<file path="src/rtl/bcd_disp_pkg.sv">
// Shared types and helpers for the BCD counter/display block: state encoding,
// digit width and the active-low 7-segment decoder.
package bcd_disp_pkg;

    localparam int BCD_W = 4;

    typedef enum logic [2:0] {
        ST_IDLE = 3'b000,
        ST_UP   = 3'b001,
        ST_DOWN = 3'b010,
        ST_EDIT = 3'b100
    } state_e;

    // Active-low segments, bit 0 = a .. bit 6 = g; non-BCD input blanks the digit.
    function automatic logic [6:0] seg_decode(input logic [BCD_W-1:0] d);
        logic [6:0] s;
        case (d)
            4'd0:    s = 7'b1000000;
            4'd1:    s = 7'b1111001;
            4'd2:    s = 7'b0100100;
            4'd3:    s = 7'b0110000;
            4'd4:    s = 7'b0011001;
            4'd5:    s = 7'b0010010;
            4'd6:    s = 7'b0000010;
            4'd7:    s = 7'b1111000;
            4'd8:    s = 7'b0000000;
            4'd9:    s = 7'b0010000;
            default: s = 7'b1111111;
        endcase
        return s;
    endfunction

endpackage

</file>
<file path="src/rtl/bcd_counter_disp_btn_debounce.sv">
// Button conditioner: 2-flop synchroniser, stability counter, rising-edge pulse.
// The debounced level flips only after DB_CYCLES consecutive differing samples.
module btn_debounce #(
    parameter int DB_CYCLES = 1_000_000
) (
    input  logic clk_100M,
    input  logic clr,
    input  logic btn,
    output logic pulse
);

    localparam int CW = (DB_CYCLES > 1) ? $clog2(DB_CYCLES) : 1;

    logic          sync1_q, sync2_q;
    logic          level_q, level_d;
    logic          pulse_q;
    logic [CW-1:0] cnt_q, cnt_d;

    // NOTE: every variable gets a default at the top of always_comb so no path can infer a latch.
    always_comb begin
        level_d = level_q;
        cnt_d   = '0;
        if (sync2_q != level_q) begin
            if (cnt_q == CW'(DB_CYCLES - 1)) begin
                level_d = sync2_q;
            end else begin
                cnt_d = cnt_q + CW'(1);
            end
        end
    end

    // NOTE: sequential state uses non-blocking assignments so all flops update from pre-edge values.
    always_ff @(posedge clk_100M) begin
        if (clr) begin
            sync1_q <= 1'b0;
            sync2_q <= 1'b0;
            level_q <= 1'b0;
            cnt_q   <= '0;
            pulse_q <= 1'b0;
        end else begin
            sync1_q <= btn;
            sync2_q <= sync1_q;
            level_q <= level_d;
            cnt_q   <= cnt_d;
            pulse_q <= level_d & ~level_q;
        end
    end

    assign pulse = pulse_q;

endmodule

</file>
<file path="src/rtl/bcd_counter_disp.sv">
// N-digit BCD up/down counter with button FSM, per-digit edit and multiplexed 7-seg scan.
// Define CNT_SAT_EN to saturate at all-9s / all-0s instead of wrapping (wrap then stays 0).
module bcd_counter_disp
    import bcd_disp_pkg::*;
#(
    parameter int DIGITS    = 4,
    parameter int TICK_DIV  = 100_000_000,
    parameter int SCAN_DIV  = 100_000,
    parameter int DB_CYCLES = 1_000_000
) (
    input  logic                    clk_100M,
    input  logic                    clr,
    input  logic                    inc,
    input  logic                    set,
    output logic [6:0]              seg,
    output logic [DIGITS-1:0]       scan,
    output logic [2:0]              state,
    output logic [BCD_W*DIGITS-1:0] count_bcd,
    output logic                    wrap
);

    localparam int TW = (TICK_DIV > 1) ? $clog2(TICK_DIV) : 1;
    localparam int SW = (SCAN_DIV > 1) ? $clog2(SCAN_DIV) : 1;
    localparam int IW = (DIGITS > 1)   ? $clog2(DIGITS)   : 1;

    typedef logic [DIGITS-1:0][BCD_W-1:0] digits_t;

    logic              inc_p, set_p;
    logic              tick, scan_en;
    logic [TW-1:0]     tick_cnt_q, tick_cnt_d;
    logic [SW-1:0]     scan_cnt_q, scan_cnt_d;
    state_e            state_q, state_d;
    digits_t           digits_q, digits_d;
    logic [IW-1:0]     edit_idx_q, edit_idx_d;
    logic [IW-1:0]     scan_idx_q, scan_idx_d;
    logic              wrap_q, wrap_d;
    logic              all9, all0;
    logic [DIGITS-1:0] scan_q, scan_d;
    logic [6:0]        seg_q, seg_d;

    btn_debounce #(.DB_CYCLES(DB_CYCLES)) u_inc_db (
        .clk_100M (clk_100M),
        .clr      (clr),
        .btn      (inc),
        .pulse    (inc_p)
    );

    btn_debounce #(.DB_CYCLES(DB_CYCLES)) u_set_db (
        .clk_100M (clk_100M),
        .clr      (clr),
        .btn      (set),
        .pulse    (set_p)
    );

    function automatic digits_t bcd_incr(input digits_t v);
        digits_t r;
        logic    c;
        r = v;
        c = 1'b1;
        for (int i = 0; i < DIGITS; i++) begin
            if (c) begin
                if (v[i] == 4'd9) begin
                    r[i] = 4'd0;
                end else begin
                    r[i] = v[i] + 4'd1;
                    c    = 1'b0;
                end
            end
        end
        return r;
    endfunction

    function automatic digits_t bcd_decr(input digits_t v);
        digits_t r;
        logic    b;
        r = v;
        b = 1'b1;
        for (int i = 0; i < DIGITS; i++) begin
            if (b) begin
                if (v[i] == 4'd0) begin
                    r[i] = 4'd9;
                end else begin
                    r[i] = v[i] - 4'd1;
                    b    = 1'b0;
                end
            end
        end
        return r;
    endfunction

    assign tick       = (tick_cnt_q == TW'(TICK_DIV - 1));
    assign scan_en    = (scan_cnt_q == SW'(SCAN_DIV - 1));
    assign tick_cnt_d = tick    ? '0 : tick_cnt_q + TW'(1);
    assign scan_cnt_d = scan_en ? '0 : scan_cnt_q + SW'(1);

    always_comb begin
        all9 = 1'b1;
        all0 = 1'b1;
        for (int i = 0; i < DIGITS; i++) begin
            if (digits_q[i] != 4'd9) all9 = 1'b0;
            if (digits_q[i] != 4'd0) all0 = 1'b0;
        end
    end

    // Button transitions and tick counting; ticks act on the pre-transition state.
    always_comb begin
        state_d    = state_q;
        digits_d   = digits_q;
        edit_idx_d = edit_idx_q;
        wrap_d     = 1'b0;
        case (state_q)
            ST_IDLE: begin
                if (set_p) begin
                    state_d    = ST_EDIT;
                    edit_idx_d = '0;
                end else if (inc_p) begin
                    state_d = ST_UP;
                end
            end
            ST_UP: begin
                if (set_p)      state_d = ST_IDLE;
                else if (inc_p) state_d = ST_DOWN;
            end
            ST_DOWN: begin
                if (set_p)      state_d = ST_IDLE;
                else if (inc_p) state_d = ST_UP;
            end
            ST_EDIT: begin
                if (set_p) begin
                    if (edit_idx_q == IW'(DIGITS - 1)) state_d = ST_IDLE;
                    else                               edit_idx_d = edit_idx_q + IW'(1);
                end else if (inc_p) begin
                    digits_d[edit_idx_q] = (digits_q[edit_idx_q] == 4'd9) ? 4'd0
                                                                          : digits_q[edit_idx_q] + 4'd1;
                end
            end
            default: state_d = ST_IDLE;
        endcase

        if (tick && state_q == ST_UP) begin
`ifdef CNT_SAT_EN
            if (!all9) digits_d = bcd_incr(digits_q);
`else
            digits_d = bcd_incr(digits_q);
            wrap_d   = all9;
`endif
        end else if (tick && state_q == ST_DOWN) begin
`ifdef CNT_SAT_EN
            if (!all0) digits_d = bcd_decr(digits_q);
`else
            digits_d = bcd_decr(digits_q);
            wrap_d   = all0;
`endif
        end
    end

    // Display registers are fed from next-state values so scan and seg always match the stored count.
    always_comb begin
        scan_idx_d = scan_idx_q;
        if (scan_en) begin
            scan_idx_d = (scan_idx_q == IW'(DIGITS - 1)) ? '0 : scan_idx_q + IW'(1);
        end
        scan_d = ~(DIGITS'(1) << scan_idx_d);
        seg_d  = seg_decode(digits_d[scan_idx_d]);
    end

    always_ff @(posedge clk_100M) begin
        if (clr) begin
            tick_cnt_q <= '0;
            scan_cnt_q <= '0;
            state_q    <= ST_IDLE;
            digits_q   <= '0;
            edit_idx_q <= '0;
            scan_idx_q <= '0;
            wrap_q     <= 1'b0;
            scan_q     <= ~(DIGITS'(1));
            seg_q      <= 7'b1000000;
        end else begin
            tick_cnt_q <= tick_cnt_d;
            scan_cnt_q <= scan_cnt_d;
            state_q    <= state_d;
            digits_q   <= digits_d;
            edit_idx_q <= edit_idx_d;
            scan_idx_q <= scan_idx_d;
            wrap_q     <= wrap_d;
            scan_q     <= scan_d;
            seg_q      <= seg_d;
        end
    end

    assign seg       = seg_q;
    assign scan      = scan_q;
    assign state     = state_q;
    assign count_bcd = digits_q;
    assign wrap      = wrap_q;

endmodule
</file>
<file path="config.mk">
export PLATFORM = sky130hd
export DESIGN_NAME = bcd_counter_disp
export DESIGN_NICKNAME = d
export VERILOG_FILES = /design/src/rtl/bcd_disp_pkg.sv /design/src/rtl/bcd_counter_disp_btn_debounce.sv /design/src/rtl/bcd_counter_disp.sv
export SDC_FILE = /design/constraint.sdc
export NUM_CORES = 1
export LEC_CHECK = 0
export ABC_AREA = 1
export CAP_MARGIN = 20
export CELL_PAD_IN_SITES_DETAIL_PLACEMENT = 0
export CELL_PAD_IN_SITES_GLOBAL_PLACEMENT = 1
export CORE_MARGIN = 8
export CORE_UTILIZATION = 40
export DETAILED_ROUTE_END_ITERATION = 8
export PLACE_DENSITY_LB_ADDON = 0.12
export RECOVER_POWER = 100
export SYNTH_ARGS = -nofsm -noshare
export SYNTH_HDL_FRONTEND = slang
export SYNTH_SLANG_ARGS = --single-unit
</file>
<file path="constraint.sdc">
create_clock -name clk_100M -period 2.45 [get_ports clk_100M]
set_input_delay 0.6125 -clock clk_100M [delete_from_list [all_inputs] [get_ports clk_100M]]
set_output_delay 0.6125 -clock clk_100M [all_outputs]
set_load 0.01 [all_outputs]
</file>
==> impl_results.md <==
* # rows at 49
* GRT Residual Overflow at 0
* Leak at 0.00426 uW
* Synth top area cells: dfxtp_1 (35%), nand2_1 (14%), nor2_1 (7.4%)
* Cell variety after synth at 50
* Setup WS pre-CTS at -0.0509 ns
* CTS tree: done
* GRT met2 Usage at 27.9%
* Relative slew margins at 60.9%
* Worst vdd ir at 0.450 mV
* Pwr Total at 4680 uW
* Crit share post-route at 98.7%
* Vias in the first global route at 6640
* Worst hold path stage count at 2
* Power Density at 479 mW/mm^2
* Pins Over Slew Limit at 0
* Area Overhead vs Synth at 35.0%
* Synth async-reset ratio at 0%
* Startpoint Class: flop
* Io pins at 35
* Share of the synthesized area in the top cell type at 35.1%
* Post-route ant nets at 0
* Worst Hold Class: flop to flop
* RR Startpoint: tick_cnt_q[1]
* CP endpoint kind: flop
* Vias per inst at 4.89
* Placer Congestion at 0.852
* Synth warn at 0
* Sink Count at 127
* Port-buffer cells at 34
* Count leader, synth: nand2_1
* Inst Count DP at 1428
* Dpl hpwl at 14700 um
* Worst setup margin at 0.0324 ns
* Final-report setup violation count at 0
* Max Root-Sink Buffers at 2
* Detailed Routing Iterations Pass 1 at 6
* Switching share of power at 21.7%
* Die Y at 151 um
* Portion of total power attributed to combinational logic at 1.8%
* H-tree depth at 4
* Worst-skew pair later-pin latency at 0.41 ns
* Core area at 0.0178 sq mm
* Most used routing layer: met2
* Worst Path Arrival at 2.76 ns
* Clock power share at 53.6%
* Internal power at 3660 uW
* Largest net degree at the start of global routing at 32
* Cell Count, Final, Fillers Out at 1496
* Syn Std Cell Area at 0.00724 sq mm
* GRT met1 Usage at 23.6%
* Reg clk slew, reported paths at 0.06 ns
* Mapped Cells at 1086
* # DRC at 0
* Yosys top cell by area: dfxtp_1
* Required time worst endpoint at 2.79 ns
* RR Endpoint: seg[3]
* RSZ-0062 raised after global routing: yes
* Routed Wire Length at 19900 um
* Antenna fix cells at 0
* Nets at 1273
* Initial Utilization at 40.6%
* Max Clock Freq at 414 MHz
* Reg2Reg Depth at 16
* Core occupancy in the finished layout at 54.8%
* Iter 0 DRT Violations at 452
* Antenna violations before repair at 0
* Flop2flop setup slack at 0.03 ns
* Met3 GRT Util at 3.22%
* Total number of vias at 7321
* Hold Slack at 0.406 ns
* Switching pwr at 1020 uW
* Syn Area/Cell at 6.67 sq um
* First-pass GRT wire length at 32000 um
* Post-layout min period at 2.42 ns
* Flops & latches, synth at 127
* Die Width at 151 um
* Post-synth EDFFs at 0
* Gr usage total at 17.6%
* Sequential share of power at 44.6%
* Worst Hold Launch: u_inc_db.sync1_q
* Top cells by count, synth: nand2_1 (266), nor2_1 (142), inv_1 (139)
* Area of the die at 0.0227 sq mm
* Share of cells above drive strength 1 at 24.5%
* Final Hold Fails at 0
* Root buffer cell: clkbuf_16
* DR WL/cell at 13.3 um
* TritonCTS Buffers at 17
* Worst-margin pin slew at 0.580 ns
* Top_reg_cell synth: dfxtp_1
* WHS Endpoint: u_inc_db.sync2_q
* Seq/Total Area, Yosys at 35.1%
* Max Fanout on Critical Path at 5
* Worst clock skew at 0.0110 ns
* Total of max-cap violations at 0
* Syn nets at 1104
* Outcome: finished clean
* WS Path Type: flop to flop
[how the worst max path moves through the flow]
stage                   from              to  slack (ns)  depth (start not counted)
6_report       tick_cnt_q[1]          seg[3]        0.03                         16
3_3_place_gp   tick_cnt_q[0]          seg[6]        0.01                         17
2_1_floorplan  tick_cnt_q[0]          seg[3]        0.15                         18
3_5_place_dp   tick_cnt_q[1]          seg[6]       -0.05                         17
4_1_cts        tick_cnt_q[0]          seg[3]       0.004                         18
5_1_grt        tick_cnt_q[0]  tick_cnt_q[21]       -0.13                         13
[cells by family after synthesis]
| family | synth area share, % |
|---|---|
| flip-flops | 35.1 |
| XOR/XNOR | 2.30 |
| adder cells (fa/ha/maj) | 2.42 |
| buffers and inverters | 9.19 |
| AO/OA/AOI/OAI | 11.0 |
| AND/OR/NAND/NOR | 40.0 |
[state kept, by name, indices dropped and copies added (netlist names), 2 cells and up]
| name | cells |
|---|---|
| scan_cnt_q | 17 |
| u_set_db.cnt_q | 20 |
| scan | 4 |
| u_inc_db.cnt_q | 20 |
| count_bcd | 16 |
| tick_cnt_q | 27 |
| state | 3 |
| scan_idx_q | 2 |
| edit_idx_q | 2 |
| seg | 7 |
[area by class of cell]
cell class / instances / area, sq um
fill: 1817 / 8070
inverter: 155 / 588
tap: 229 / 287
clock inverter: 12 / 135
clock buffer: 19 / 453
multi-input combinational: 789 / 4340
sequential: 127 / 2560
timing repair buffer: 165 / 1410
[per-stage QoR]
step | TNS [ns] | cell area [sq um]
2_1_floorplan | 0 | 7240
5_1_grt | -0.845 | 9770
4_1_cts | 0 | 9210
3_3_place_gp | 0 | 8520
3_5_place_dp | -0.127 | 8520
6_report | 0 | 9770
[power groups by stage]
stage               Sequential (uW)  Combinational, uW  Clock, uW
finish                         2090               82.2       2510
global route                   2090               94.6       2660
CTS                            2080               79.7       2580
detailed placement             2130               79.5          0
global placement               2130               79.1          0
floorplan                      2130               45.1          0
[per-layer routing]
layer / routed length [um] / part of all wire (%)
met1: 9750 / 49
met2: 8980 / 45
met3: 816 / 4.1
met4: 331 / 1.7
met5: 0 / 0
[layout by cell type (no fill, tap or decap), drive strengths merged, types with 6 or more instances in the layout]
cell	Yosys	layout
o21ai	50	50
nand4	20	20
a211oi	6	6
buf	9	130
nand2	281	281
ha	14	14
clkbuf	7	20
a21oi	66	66
clkdlybuf4s50	0	34
xor2	12	12
nor4	9	9
nand3	92	92
dfxtp	127	127
clkinv	5	7
nor3	34	34
nor2	160	160
xnor2	7	7
inv	150	153
[critical path, cell delays in order, from the launching register on]
cell	delay, ns
dfxtp_2	0.35
ha_4	0.15
nand2_4	0.05
nor2_4	0.16
nand2_4	0.09
nor2_8	0.18
buf_12	0.13
o211ai_4	0.09
nand3_1	0.14
nand2_1	0.08
nand2_1	0.10
nand3_2	0.11
nor2_4	0.20
ha_4	0.23
o21ai_2	0.06
nand3_1	0.09
a21oi_1	0.13
[timing repair]
item / 4_1_cts / 5_1_grt
pin swaps: 6 / 46
gates resized for setup: 7 / 94
setup buffers: 5 / 31
setup endpoints to repair: 6 / 12
hold buffers: 0 / 0
cloned: 1 / 0
Power figures use the tool's default switching activity.
